## src/rtl/point_op_acc_if.sv

```systemverilog
// ---------------------------------------------------------------------------
// point_op_acc_if
// Word-memory bus between the point-operation accelerator and the shared
// single-port memory.
//   addr   : word address (master -> memory)
//   dataW  : write data (master -> memory)
//   en     : request strobe (master -> memory)
//   we     : 1 = write, 0 = read, meaningful only with en=1 (master -> memory)
//   dataR  : read data, valid the cycle after a read request (memory -> master)
// ---------------------------------------------------------------------------
interface point_op_acc_if #(
  parameter int ADDR_W = 16,
  parameter int WORD_W = 32
);
  logic [ADDR_W-1:0] addr;
  logic [WORD_W-1:0] dataW;
  logic [WORD_W-1:0] dataR;
  logic              en;
  logic              we;

  modport master (
    output addr,
    output dataW,
    output en,
    output we,
    input  dataR
  );

  modport slave (
    input  addr,
    input  dataW,
    input  en,
    input  we,
    output dataR
  );
endinterface

```

## src/rtl/point_op_acc.sv

```systemverilog
// ---------------------------------------------------------------------------
// point_op_acc
// Streams an N_WORDS-word packed greyscale image from SRC_BASE to DST_BASE
// over a shared single-port word memory, applying a per-pixel operation
// chosen at start: invert, binary threshold, saturating offset, or copy.
// One word is moved every two cycles (READ, then WRITE).
//
// Ports:
//   clk      : clock, rising edge
//   reset    : asynchronous, active-high reset
//   i_start  : level; a run begins when sampled high in IDLE
//   i_mode   : 00 invert, 01 threshold, 10 offset, 11 copy (latched at start)
//   i_param  : threshold (unsigned) or offset (two's complement), latched
//   mem      : memory bus (master modport)
//   o_busy   : high in READ and WRITE
//   o_finish : high in DONE
// ---------------------------------------------------------------------------
module point_op_acc #(
  parameter int ADDR_W   = 16,
  parameter int WORD_W   = 32,
  parameter int PIX_W    = 8,
  parameter int N_WORDS  = 25344,
  parameter int SRC_BASE = 0,
  parameter int DST_BASE = 25344
) (
  input  logic               clk,
  input  logic               reset,
  input  logic               i_start,
  input  logic [1:0]         i_mode,
  input  logic [PIX_W-1:0]   i_param,
  point_op_acc_if.master     mem,
  output logic               o_busy,
  output logic               o_finish
);

  localparam int LANES = WORD_W / PIX_W;
  localparam int IDX_W = $clog2(N_WORDS + 1);

  localparam logic [IDX_W-1:0]  LAST_IDX = IDX_W'(N_WORDS - 1);
  localparam logic [IDX_W-1:0]  IDX_ONE  = IDX_W'(1);
  localparam logic [ADDR_W-1:0] SRC_A    = ADDR_W'(SRC_BASE);
  localparam logic [ADDR_W-1:0] DST_A    = ADDR_W'(DST_BASE);
  localparam logic [PIX_W-1:0]  PIX_MAX  = {PIX_W{1'b1}};

  localparam logic [1:0] MODE_INVERT = 2'b00;
  localparam logic [1:0] MODE_THRESH = 2'b01;
  localparam logic [1:0] MODE_OFFSET = 2'b10;

  typedef enum logic [1:0] {
    S_IDLE  = 2'd0,
    S_READ  = 2'd1,
    S_WRITE = 2'd2,
    S_DONE  = 2'd3
  } state_t;

  state_t            r_state;
  state_t            w_state_nxt;
  logic [IDX_W-1:0]  r_idx;
  logic [IDX_W-1:0]  w_idx_nxt;
  logic [1:0]        r_mode;
  logic [1:0]        w_mode_nxt;
  logic [PIX_W-1:0]  r_param;
  logic [PIX_W-1:0]  w_param_nxt;
  logic [WORD_W-1:0] w_op_word;
  logic [ADDR_W-1:0] w_src_addr;
  logic [ADDR_W-1:0] w_dst_addr;

  // Per-pixel operation. The offset sum is formed in PIX_W+2 bits so that
  // the top bit is the sign and the next bit flags overflow above MAX.
  function automatic logic [PIX_W-1:0] pix_op(
    input logic [1:0]       op,
    input logic [PIX_W-1:0] prm,
    input logic [PIX_W-1:0] p
  );
    logic [PIX_W+1:0] sum;
    logic [PIX_W-1:0] res;
    sum = {2'b00, p} + {{2{prm[PIX_W-1]}}, prm};
    res = p;
    case (op)
      MODE_INVERT: res = PIX_MAX - p;
      MODE_THRESH: begin
        if (p >= prm) begin
          res = PIX_MAX;
        end else begin
          res = {PIX_W{1'b0}};
        end
      end
      MODE_OFFSET: begin
        if (sum[PIX_W+1]) begin
          res = {PIX_W{1'b0}};
        end else if (sum[PIX_W]) begin
          res = PIX_MAX;
        end else begin
          res = sum[PIX_W-1:0];
        end
      end
      default: res = p;
    endcase
    return res;
  endfunction

  // Word addresses wrap modulo 2^ADDR_W.
  assign w_src_addr = SRC_A + ADDR_W'(r_idx);
  assign w_dst_addr = DST_A + ADDR_W'(r_idx);

  // Lane-wise transform of the word returned by the preceding READ.
  always_comb begin
    w_op_word = {WORD_W{1'b0}};
    for (int k = 0; k < LANES; k++) begin
      w_op_word[PIX_W*k +: PIX_W] = pix_op(r_mode, r_param, mem.dataR[PIX_W*k +: PIX_W]);
    end
  end

  // State register.
  always_ff @(posedge clk or posedge reset) begin
    if (reset) begin
      r_state <= S_IDLE;
    end else begin
      r_state <= w_state_nxt;
    end
  end

  // Word counter and operation settings captured at start.
  always_ff @(posedge clk or posedge reset) begin
    if (reset) begin
      r_idx   <= {IDX_W{1'b0}};
      r_mode  <= 2'b00;
      r_param <= {PIX_W{1'b0}};
    end else begin
      r_idx   <= w_idx_nxt;
      r_mode  <= w_mode_nxt;
      r_param <= w_param_nxt;
    end
  end

  // Next-state and output decode. Outputs depend only on the state register
  // (and dataR in WRITE), so an asynchronous reset drops them immediately.
  always_comb begin
    w_state_nxt = r_state;
    w_idx_nxt   = r_idx;
    w_mode_nxt  = r_mode;
    w_param_nxt = r_param;
    mem.addr    = {ADDR_W{1'b0}};
    mem.dataW   = {WORD_W{1'b0}};
    mem.en      = 1'b0;
    mem.we      = 1'b0;
    o_busy      = 1'b0;
    o_finish    = 1'b0;

    case (r_state)
      S_IDLE: begin
        if (i_start) begin
          w_mode_nxt  = i_mode;
          w_param_nxt = i_param;
          w_idx_nxt   = {IDX_W{1'b0}};
          w_state_nxt = S_READ;
        end else begin
          w_state_nxt = S_IDLE;
        end
      end

      S_READ: begin
        mem.en      = 1'b1;
        mem.addr    = w_src_addr;
        o_busy      = 1'b1;
        w_state_nxt = S_WRITE;
      end

      S_WRITE: begin
        mem.en    = 1'b1;
        mem.we    = 1'b1;
        mem.addr  = w_dst_addr;
        mem.dataW = w_op_word;
        o_busy    = 1'b1;
        if (r_idx == LAST_IDX) begin
          w_state_nxt = S_DONE;
        end else begin
          w_idx_nxt   = r_idx + IDX_ONE;
          w_state_nxt = S_READ;
        end
      end

      S_DONE: begin
        o_finish = 1'b1;
        // A held start must not retrigger; wait for it to drop.
        if (i_start) begin
          w_state_nxt = S_DONE;
        end else begin
          w_state_nxt = S_IDLE;
        end
      end

      default: begin
        w_state_nxt = S_IDLE;
      end
    endcase
  end

endmodule

```

## src/flat_wrapper.sv

```systemverilog
// flat-port wrapper written by rule: the top's interface ports become plain ports
module point_op_acc_flat 
#(
  parameter int ADDR_W   = 16,
  parameter int WORD_W   = 32,
  parameter int PIX_W    = 8,
  parameter int N_WORDS  = 25344,
  parameter int SRC_BASE = 0,
  parameter int DST_BASE = 25344
)
  (clk, reset, i_start, i_mode, i_param, o_busy, o_finish, mem_addr, mem_dataW, mem_en, mem_we, mem_dataR);
  point_op_acc_if #(.ADDR_W(ADDR_W), .WORD_W(WORD_W)) mem_i ();
  input  logic clk;
  input  logic reset;
  input  logic i_start;
  input  logic [1:0] i_mode;
  input  logic [PIX_W-1:0] i_param;
  output logic o_busy;
  output logic o_finish;
  output wire logic [$bits(mem_i.addr)-1:0] mem_addr;
  output wire logic [$bits(mem_i.dataW)-1:0] mem_dataW;
  output wire logic [$bits(mem_i.en)-1:0] mem_en;
  output wire logic [$bits(mem_i.we)-1:0] mem_we;
  input wire logic [$bits(mem_i.dataR)-1:0] mem_dataR;
  assign mem_addr = mem_i.addr;
  assign mem_dataW = mem_i.dataW;
  assign mem_en = mem_i.en;
  assign mem_we = mem_i.we;
  assign mem_i.dataR = mem_dataR;
  point_op_acc #(.ADDR_W(ADDR_W), .WORD_W(WORD_W), .PIX_W(PIX_W), .N_WORDS(N_WORDS), .SRC_BASE(SRC_BASE), .DST_BASE(DST_BASE)) u_core (.clk(clk), .reset(reset), .i_start(i_start), .i_mode(i_mode), .i_param(i_param), .mem(mem_i), .o_busy(o_busy), .o_finish(o_finish));
endmodule
```

## config.mk

```make
export PLATFORM = sky130hd
export DESIGN_NAME = point_op_acc_flat
export DESIGN_NICKNAME = d
export VERILOG_FILES = /design/src/rtl/point_op_acc_if.sv /design/src/rtl/point_op_acc.sv /design/src/flat_wrapper.sv
export SDC_FILE = /design/constraint.sdc
export NUM_CORES = 1
export LEC_CHECK = 0
export ABC_AREA = 1
export CAP_MARGIN = 20
export CORE_MARGIN = 5
export CORE_UTILIZATION = 30
export DETAILED_ROUTE_END_ITERATION = 6
export SLEW_MARGIN = 20
export SYNTH_ARGS = -nofsm -noshare
export SYNTH_HDL_FRONTEND = slang
export SYNTH_SLANG_ARGS = --single-unit
```

## constraint.sdc

```tcl
create_clock -name clk -period 1.9 [get_ports clk]
set_input_delay 0.19 -clock clk [delete_from_list [all_inputs] [get_ports clk]]
set_output_delay 0.19 -clock clk [all_outputs]
set_load 0.01 [all_outputs]
```

==> Word level (Yosys, flattened, before mapping) <==
Index checks and enable logic that the tools add are counted.
{ "totals": {"register_bits": 27, "latch_bits": 0, "out_inout_bits": 52, "input_bits": 45, "word_cells": 60, "ramBits": 0, "rom_bits": 0, "mem_count": 0} }
{ "classes": {"eq_ne": 8, "shifts": 0, "mux": 28, "order_cmp": 4, "reduce_logical": 6, "bitwise": 0, "add_sub_neg": 10, "n_mul": 0, "div_mod_pow": 0} }
{ "op_table": {"columns": ["operator", "n"], "rows": [
  ["two-way mux 8 bit", 12],
  ["case mux 8 bit (3 select lines)", 4],
  ["adder 9 x 8 -> 10 bit", 4],
  [">= comparator 8 bit", 4],
  ["two-way mux 32 bit", 1],
  ["case mux 16 bit (2 select lines)", 1],
  ["subtractor 8 bit (first input constant)", 4],
  ["two-way mux 15 bit", 2],
  ["case mux 15 bit (2 select lines)", 1],
  ["adder 15 x 15 -> 16 bit (first input constant)", 1],
  ["adder 15 x 1 -> 15 bit (second input constant)", 1],
  ["equality test 15 bit (second input constant)", 1],
  ["case mux 2 bit (4 select lines)", 1],
  ["equality test 2 bit (second input constant)", 3],
  ["equality test 2 x 1 -> 1 bit (second input constant)", 2],
  ["logical NOT 2 bit", 2],
  ["two-way mux 1 bit", 4],
  ["two-way mux 2 bit", 2],
  ["inequality test 2 bit (second input constant)", 2],
  ["AND reduction 3 bit", 1],
  ["AND reduction 2 bit", 1],
  ["nonzero test 2 bit", 1],
  ["OR reduction 2 bit", 1]
]} }

==> Longest topological paths before layout <==
{ "depth": {"depth_word": 5, "ltp_mapped": 13} }

==> Worst setup path before layout <==
No wires, ideal clock.
{ "synth_timing": {"kind": "register to output", "start": "register u_core.r_param[1]", "end": "output mem_dataW[0]", "required_time_ns": 1.710, "stages_incl_launch_ff": 14, "setup_slack_ns": -0.235, "n_path_buf": 0, "arrival_time_ns": 1.945, "path_cell_list": "dfrtp_1 inv_1 ha_1 inv_1 nand2_1 nand2_1 nand3_1 nand2_1 nand2_1 nand3_1 nand2_1 nor2_4 nand2_1 a21oi_1"} }
{ "synth_between": {"elab_chain_len": 5, "word_cells_on_any_way": 7, "classes_between": "1 x add/sub; 1 x order compare; 5 x mux"} }
{ "synth_lines": {"columns": ["element", "line", "rtl"], "rows": [
  ["start: declaration", "point_op_acc.sv:62", "logic [PIX_W-1:0] r_param;"],
  ["start signal: assignment", "point_op_acc.sv:128", "r_param <= {PIX_W{1'b0}};"],
  ["start signal: assignment", "point_op_acc.sv:132", "r_param <= w_param_nxt;"],
  ["adder 9 x 8 -> 10 bit", "point_op_acc.sv:77", "sum = {2'b00, p} + {{2{prm[PIX_W-1]}}, prm};"],
  ["two-way mux 8 bit", "point_op_acc.sv:91", "end else if (sum[PIX_W]) begin"],
  ["two-way mux 8 bit", "point_op_acc.sv:89", "if (sum[PIX_W+1]) begin"],
  ["case mux 8 bit (3 select lines) *", "point_op_acc.sv:79", "case (op)"],
  ["two-way mux 32 bit *", "point_op_acc.sv:150", "case (r_state)"],
  ["end: declaration", "flat_wrapper.sv:21", "output wire logic [$bits(mem_i.dataW)-1:0] mem_dataW;"]
]} }
Mark *: on every way between the ends. The rest lies on a longest branch, timed or not.

==> Worst setup path after layout <==
{ "layout_timing": {"start": "register u_core.r_param[1]", "end": "output mem_dataW[27]"} }
Same word-level chain as after synthesis.

==> summary.txt <==
GRT Residual Overflow: 0
layout cell share with drive strength beyond 1: 43.9%
Setup crit start kind: flip-flop
Post-Route WL: 20.4 mm
overall routing resource usage: 18.8%
gpl congestion: 0.921
vias in the first global route: 6,290
Yosys reg bits: 27
Mapped Area: 5330 um2
Die Ht: 143 um
Setup crit end kind: primary output
largest net degree at the start of global routing: 33
antenna violations before repair: 0
Pins Over Slew Limit: 0
CTS Buf Count: 3
Worst Hold Class: primary input to async pin
Inserted Diodes: 0
Clock Tree Buf Depth: 2
outcome: complete, but fails checks
Crit path arrival time: 2.33 ns
port buffer count: 96
min cycle time layout: 2.52 ns
PwrDens: 1590 nW/um2
die width: 143 um
final core utilization: 51.2%
Crit Path Max Fanout: 5
Core ar.: 17,400 um2
CTS root buf: clkbuf_16
fin area: 8880 um2
placed cells: 1,309
fmax: 0.397 GHz
Overall Power: 14.1 mW
hold buffer count at CTS: 0
violated checks: negative setup slack
Slew headroom: 70.2%
Starting Density: 30.7%
Post-DP Area: 7810 um2
first-pass GRT wire length: 31.5 mm
Syn Nets: 973
library cells used by synthesis: 40
IO Count: 97
post-synthesis sequential area ratio: 12.7%
Mapped Cells: 848
Mean Syn Cell Area: 6.29 um2
RSZ-0062 raised after global routing: true
First DRT Iteration DRCs: 465
most common cell after layout, fill and taps aside: buf_4
DRC: 0
# rows: 48
final setup margin: -0.622 ns
endpoints failing hold: 0
non-filler cells, final: 1,353
drt via density: 4.96
Skew-Pair Late Insertion Delay: 0.26 ns
dpl hpwl: 15.6 mm
leakage power figure: 4.20 nW
final worst-path cycle share: 133%
Clock Sink Count: 27
Setup Viol. Count Final: 32
die footprint: 20,500 um2
vias after detailed routing: 6,716
fillers: 1,688
VDD IR max: 0.618 mV
most frequent cells in the layout: buf_4 (179), nand2_1 (138), inv_1 (94)
Syn. warnings: 0
area grow syn2layout: 66.6%
CTS tree: built
wire per inst: 15.1 um
Worst EP required: 1.71 ns
DRT antenna net count: 0
max-cap viol count: 0
slew at the pin closest to its max-slew limit: 0.443 ns
critical path type: flip-flop to primary output
Pre-Repair DR Iteration Count: 5
Layout Nets: 1,254
CTS clk-pin slew, worst paths: 0.07 ns
clk_skew: 0.00665 ns
H-tree Lvls: 1
state kept, by name, summed over array words and instances, names as in the netlist:
name            flops
u_core.r_mode       2
u_core.r_idx       15
u_core.r_state      2
u_core.r_param      8
per-layer routing:
| metal | global-route usage, % | vias to the layer above | part of all wire (%) |
|---|---|---|---|
| met2 | 31.8 | 159 | 48 |
| met1 | 25.7 | 3152 | 46 |
| met5 | 0 | - | 0 |
| met3 | 1.33 | 39 | 3.5 |
| met4 | 5.75 | 0 | 3.2 |
| li1 | - | 3366 | - |
area by class of cell:
class	instances	area [um2]	share of cell area [%]
Inverter	122	479	5.40
Multi-Input combinational cell	675	4920	55.4
Sequential cell	27	678	7.63
Tap cell	225	282	3.17
Clock inverter	1	5.00	0.0563
Timing Repair Buffer	300	2440	27.5
Clock buffer	3	75.1	0.845
where the power goes:
group          switching, mW  internal, mW  total, mW
Clock                  0.202         0.284      0.486
Sequential             0.143         0.726      0.869
Combinational           6.96          5.77       12.7
Total                   7.31          6.78       14.1
through the flow:
stage               setup slack (ns)  hold WS, ns  setup TNS (ns)
floorplan                    -0.0831        0.243           -2.22
global placement              -0.946        0.511          -29.84
detailed placement            -0.975        0.511          -30.61
CTS                           -0.629        0.301          -18.36
global route                  -0.748        0.316          -21.80
finish                        -0.622        0.287          -18.27
worst paths after layout:
check,startpoint,to,slack (ns),depth (start not counted)
worst max-delay path,u_core.r_param[1],mem_dataW[27],-0.62,16
worst min-delay path,reset,u_core.r_idx[2],0.29,3
worst max register to register,u_core.r_idx[0],u_core.r_idx[2],0.11,8
worst min register to register,u_core.r_idx[6],u_core.r_idx[6],0.52,2
max in group asynchronous,reset,u_core.r_param[0],1.32,3
min in group clk,u_core.r_idx[6],u_core.r_idx[6],0.52,2
synth_stat cells (all sizes together):
cell type | instances | area share, %
nand2 | 208 | 15
inv | 121 | 8.6
o21ai | 103 | 10
a21oi | 95 | 11
ha | 76 | 18
nor2 | 56 | 4.6
nand3 | 46 | 4.7
dfrtp | 27 | 13
nand4 | 27 | 3.3
xor2 | 22 | 3.6
clkbuf | 17 | 1.2
nor3 | 16 | 2.2
buf | 7 | 0.84
fa | 4 | 1.5
nand3b | 4 | 0.56
o21bai | 4 | 0.56
nor3b | 3 | 0.42
o22ai | 3 | 0.35
o31ai | 2 | 0.28
a31oi | 1 | 0.12
and2 | 1 | 0.12
clkinv | 1 | 0.070
nor4 | 1 | 0.12
o211ai | 1 | 0.14
o21a | 1 | 0.14
o32ai | 1 | 0.16
timing repair:
item                       CTS  global route
setup buffers               26            14
gates resized for setup    269           127
hold endpoints to repair     0             0
pin swaps                   35            59
setup endpoints to repair   61            55
critical path, cell delays in order, from the launching register on:
cell and delay (ns):
dfrtp_2 0.40, clkinv_4 0.09, buf_4 0.14, ha_4 0.21, inv_2 0.06, nand2_2 0.05, nand2_2 0.07, nand3_2 0.07
nand2_2 0.08, nand2_2 0.06, nand3_2 0.07, nand2_2 0.06, nor2_4 0.18, buf_6 0.14, nand2_1 0.06, a21oi_2 0.15
buf_2 0.16
logic make-up (layout without fill, tap and decap cells):
kind of cell | Yosys count | count (layout) | synth area share (%)
AND/OR/NAND/NOR | 362 | 362 | 31.2
XOR/XNOR | 22 | 22 | 3.61
adder cells (fa/ha/maj) | 80 | 80 | 19.3
AO/OA/AOI/OAI | 211 | 211 | 22.5
flip-flops | 27 | 27 | 12.7
buffers and inverters | 146 | 426 | 10.7
Power figures use the tool's default switching activity.
